`src/rtl/pattern_tx.sv`:
```
// pattern_tx: framed serial pattern generator "1, g zeros, 1, guard zeros" with optional one-entry skid buffer (PATTERN_TX_SKID_EN)
module pattern_tx #(
  parameter int GAP_W     = 3,
  parameter int MAX_GAP   = 6,
  parameter int GUARD_LEN = 1
) (
  input  logic             clk,
  input  logic             rst,
  input  logic             req_valid,
  input  logic [GAP_W-1:0] req_gap,
  output logic             req_ready,
  output logic             x,
  output logic             busy,
  output logic             done
);
  localparam int MX = (MAX_GAP > GUARD_LEN) ? MAX_GAP : GUARD_LEN;
  localparam int CW = (MX < 1) ? 1 : $clog2(MX + 1);
  typedef enum logic [2:0] {IDLE, LEAD, GAP, TAIL, GUARD} state_t;
  state_t state, state_n;
  logic [CW-1:0] cnt, cnt_n, g_in, start_gap;
  logic fsm_ready, take, x_n;
  assign g_in = (int'(req_gap) > MAX_GAP) ? CW'(MAX_GAP) : CW'(req_gap);
  assign busy = state != IDLE;
  assign done = state == GUARD && cnt == '0;
  assign fsm_ready = state == IDLE || done;
`ifdef PATTERN_TX_SKID_EN
  logic sb_v;
  logic [CW-1:0] sb_gap;
  assign req_ready = !sb_v;
  assign take = fsm_ready && (sb_v || req_valid);
  assign start_gap = sb_v ? sb_gap : g_in;
  // pending buffer: capture a request the FSM cannot take yet, release it at frame end
  always_ff @(posedge clk or posedge rst)
    if (rst) begin
      sb_v   <= 1'b0;
      sb_gap <= '0;
    end else if (req_valid && !sb_v && !fsm_ready) begin
      sb_v   <= 1'b1;
      sb_gap <= g_in;
    end else if (sb_v && fsm_ready) sb_v <= 1'b0;
`else
  assign req_ready = fsm_ready;
  assign take = req_valid && fsm_ready;
  assign start_gap = g_in;
`endif
  // next state: cnt holds remaining cycles minus one in GAP and GUARD; LEAD holds the full gap
  always_comb begin
    state_n = state;
    cnt_n   = cnt;
    case (state)
      IDLE: ;
      LEAD: begin
        state_n = (cnt == '0) ? TAIL : GAP;
        cnt_n   = (cnt == '0) ? cnt : cnt - CW'(1);
      end
      GAP: begin
        state_n = (cnt == '0) ? TAIL : GAP;
        cnt_n   = (cnt == '0) ? cnt : cnt - CW'(1);
      end
      TAIL: begin
        state_n = GUARD;
        cnt_n   = CW'(GUARD_LEN - 1);
      end
      GUARD: begin
        state_n = (cnt == '0) ? IDLE : GUARD;
        cnt_n   = (cnt == '0) ? cnt : cnt - CW'(1);
      end
      default: state_n = IDLE;
    endcase
    if (take) begin
      state_n = LEAD;
      cnt_n   = start_gap;
    end
    x_n = state_n == LEAD || state_n == TAIL;
  end
  // state, counter and registered serial line; reset clears x without a clock edge
  always_ff @(posedge clk or posedge rst)
    if (rst) begin
      state <= IDLE;
      cnt   <= '0;
      x     <= 1'b0;
    end else begin
      state <= state_n;
      cnt   <= cnt_n;
      x     <= x_n;
    end
endmodule

```
`config.mk`:
```
export PLATFORM = sky130hd
export DESIGN_NAME = pattern_tx
export DESIGN_NICKNAME = d
export VERILOG_FILES = /design/src/rtl/pattern_tx.sv
export SDC_FILE = /design/constraint.sdc
export NUM_CORES = 1
export LEC_CHECK = 0
export BUFFER_PORTS_ARGS = -buffer_cell sky130_fd_sc_hd__buf_2
export CELL_PAD_IN_SITES_DETAIL_PLACEMENT = 1
export CELL_PAD_IN_SITES_GLOBAL_PLACEMENT = 1
export CORE_AREA = 2 2 39 41
export DETAILED_ROUTE_END_ITERATION = 8
export DIE_AREA = 0 0 41 43
export GPL_TIMING_DRIVEN = 0
export PLACE_DENSITY_LB_ADDON = 0.1
export SYNTH_ARGS = -nofsm -noshare
export SYNTH_HDL_FRONTEND = slang
export SYNTH_SLANG_ARGS = --single-unit
export TNS_END_PERCENT = 20
```
`constraint.sdc`:
```
create_clock -name clk -period 3.5 [get_ports clk]
set_input_delay 0.35 -clock clk [delete_from_list [all_inputs] [get_ports clk]]
set_output_delay 0.35 -clock clk [all_outputs]
set_load 0.1 [all_outputs]
```
# Word level (Yosys, flattened, before mapping)
# Cells that the tools add are included.
[totals]
word_cells = 31
output_inout_bits = 4
register_bits = 7
[op_classes]
mux = 8
eq_ne = 7
add_sub_neg = 1
reduce_logical = 11
magnitude_cmp = 1
[ops]
columns = ["cell", "n"]
rows = [
  ["3-bit 2-to-1 mux", 5],
  ["3-bit one-hot mux with 4 select lines", 1],
  ["3-bit by 2-bit equality test with 1-bit output, second input constant", 3],
  ["3-bit by 1-bit equality test with 1-bit output, second input constant", 2],
  ["3-bit logical NOT", 2],
  ["3-bit one-hot mux with 2 select lines", 1],
  ["3-bit nonzero test", 2],
  ["3-bit equality test, second input constant", 1],
  ["3-bit greater-than comparator, second input constant", 1],
  ["3-bit != test, second input constant", 1],
  ["3-bit OR reduction", 1],
  ["3-bit by 1-bit subtractor with 3-bit output, second input constant", 1],
  ["1-bit logical AND", 2],
  ["1-bit logical OR", 2],
  ["2-bit AND reduction", 1],
  ["2-bit OR reduction", 1],
  ["1-bit 2-to-1 mux", 1],
]

# Longest topological paths before layout
[logic_depth]
depth_word = 7
mapped_depth = 8
ltp_nobuf = 7

# Least setup slack after synthesis
# Ideal clock, no wire load.
[synth_path]
path_type = "reg2out"
from = "register cnt[0]"
to = "output req_ready"
n_path_buf = 1
slack_ns = 0.186
t_arrival_ns = 2.964
stages_incl_launch_ff = 7
required_time_ns = 3.150
path_cell_list = "dfrtp_1 -> inv_1 -> ha_1 -> ha_1 -> clkbuf_2 -> nor2b_2 -> nor3_1"
[synth_between]
elab_chain_cells = 3
[synth_rtl]
columns = ["element", "line_no", "text"]
rows = [
  ["from (decl)", "20", "logic [CW-1:0] cnt, cnt_n, g_in, start_gap;"],
  ["from (signal assigned)", "84", "cnt <= cnt_n;"],
  ["3-bit logical NOT", "24", "assign done = state == GUARD && cnt == '0;"],
  ["1-bit logical AND", "24", ""],
  ["1-bit logical OR", "25", "assign fsm_ready = state == IDLE || done;"],
  ["to (decl)", "11", "output logic req_ready,"],
]
# No other way between the ends.

# Worst setup path after layout
# Same ends and word-level chain as after synthesis.

==> metrics.txt <==
Critical Path AT 1890 ps; antenna violations before repair 0; Syn Inst Count 51; nets 73; number of synthesized flops with an enable pin 0; Req. time, crit path 3150 ps; worst min path class input pin to asynchronous set/reset pin; largest family of logic cells by synthesized area compound AO/OA/AOI/OAI gates; critical path's top delay family buffers and inverters; DPL Wire Length 745 um; Slew @ Worst Pin 489 ps; status finished, final reports clean; count leader, synth dfrtp_1; Final min period 2240 ps; Routed WL per cell 12.2 um; mux cell area share after synthesis 0%; Setup CP Type register to output port; sequential area share after synthesis 38.9%; RSZ-0062 raised after global routing false; Post-Synth XOR/XNOR Area 3.89%; CTS tree done; origin of the critical flop-to-flop path cnt[0]; Post-Synth Simple-Gate Area 19.2%; ys flop type dfrtp_1; RR Endpoint cnt[2]; Adder-Cell Fraction of Synth Area 8.06%; chip width 41 um; Netlist Area Pre-Place 450 sq um; GR Util All Layers 14.0%; Synth Warn # 0; Tcrit/Tclk final 63.9%; CP endpoint kind output port; top post-synthesis cells by area dfrtp_1 (39%), ha_1 (5.6%), nor2_1 (5.0%), o21ai_0 (4.4%), inv_1 (4.2%); Overflow after GRT 0; Synth Area per Inst 8.83 sq um; TritonCTS Buffers 3; Layout Area Growth over Synthesis 20.3%; io pins 10; Core ar. 1380 sq um; Synth Net Count 59; vias in the first global route 384; vias per inst 5.03; first-pass GRT wire length 1660 um; num rows 14; asr flop ratio synth 100%; antenna viol nets, final 0; clk sinks 7; register bit count reported by yosys 7; cell taking the most area after synthesis dfrtp_1; clk buf depth 2; Max Transition Viols Final 0; Multi-input gate area 233 sq um; largest net degree at the start of global routing 11; TNS Setup 0 ps; Critical Path Max Stage Delay 450 ps; CP max-delay cell buf_2; # setup viols final 0; 1st-iter DRT viols 12; Pre-antenna DRT Iters 4; post-synth top area share 38.9%; FF/Latch Area 175 sq um; r2r worst-path depth 8; Fmax 447 MHz; initial core utilization 32.5%; layout cells sized above 1 31.3%; # Max-Cap Violations 0; post_cts resized 0; post-synthesis compound-gate area fraction 20.6%; final WL 972 um; crit-path most repeated cell ha_1; post-synthesis cell type count 24; Bufs and invs on worst path 3; die height 43 um; clock root cell clkbuf_4; die area 1760 sq um; normalized max-slew margin 67.7%; H-tree lvl count 1; later-pin clock latency in the skew report 250 ps; GP Congestion 0.682; Worst-path clk slew 50 ps; CP Launch Type register; Residual DRC 0; port bufs 9; hold-fix buffers at CTS 0; final hold vios 0; worst path cell trace inv_1, ha_1, ha_1, clkbuf_2, nor2b_2, nor3_1, buf_2; worst reg-to-reg setup slack 1650 ps; top cells by count, synth dfrtp_1 (7), nor2_1 (6), inv_1 (5), o21ai_0 (4), nand2_1 (3); vias 402; # diodes 0; CP Max Fanout 8; skew final 0.597 ps; post-CTS setup buffers 0; Filler cells 167
-- state kept, by name, summed over array words and instances (netlist names) --
register / cells
x: 1
state: 3
cnt: 3
-- through the flow --
step,cells,hold slack [ps],cell area [sq um],setup slack (ps),utilization (%)
final,80,12.2,542,1260,39.2
after floorplan,51,153,450,186,-
after CTS,80,24.1,542,1260,39.2
after detailed placement,76,295,515,1540,37.3
after global placement,76,294,515,1560,37.3
after global routing,80,38.0,542,1130,39.2
-- worst register-to-register path, delay by kind of cell (launching register included) --
kind            cells  cell delay (ps)
simple gates        2              460
fa+ha+maj           2              370
flops               1              340
compound gates      2              310
buf+inv             2              250
-- worst max-delay path by stage --
stage / end / depth (start not counted) / startpoint / slack, ps
final: req_ready / 7 / cnt[0] / 1260
after global routing: req_ready / 7 / cnt[0] / 1130
after CTS: req_ready / 7 / cnt[0] / 1260
after detailed placement: req_ready / 7 / cnt[0] / 1540
after global placement: req_ready / 7 / cnt[0] / 1560
after floorplan: req_ready / 6 / cnt[0] / 190
-- cell type report --
| cell class | instances | share of cell area (%) |
|---|---|---|
| plain buffers | 3 | 3.70 |
| clock buffers | 4 | 4.85 |
| inverters | 6 | 4.16 |
| multi-input cells | 35 | 43.0 |
| flip-flops and latches | 7 | 32.3 |
| well taps | 16 | 3.70 |
| repair buffers | 9 | 8.31 |
-- logic make-up after synthesis --
kind of cell	Yosys count
DFF	7
adders and majority gates	3
and+or+nand+nor	16
AOI/OAI and AO/OA	14
buffers and inverters	9
xor gates and xnor gates	2
-- placed cells by master (no fill, tap or decap) --
master,count
dfrtp_1,7
clkbuf_4,3
o21ai_0,4
nand2_1,3
inv_2,1
xnor2_1,2
clkbuf_1,1
clkbuf_2,1
nor2b_2,1
o21ai_1,1
inv_1,5
a31oi_1,2
a21o_1,2
o211ai_1,1
or3_2,1
maj3_2,1
o31ai_1,1
and3_1,2
a22oi_1,2
nor3_1,1
buf_2,9
o211a_1,1
and3b_2,1
nor2_1,6
or3b_1,1
ha_1,2
buf_4,2
-- routing by layer --
layer / vias to the layer above / wire length (um) / track usage [%]
li1: 203 / - / -
met1: 183 / 499 / 18.8
met2: 13 / 407 / 20.6
met3: 3 / 47 / 3.14
met4: 0 / 17 / 6.00
met5: - / 0 / 0
Power is left out: the tool's default activity adds up to more than one toggle a clock period on the data nets, which glitch-free logic cannot reach.
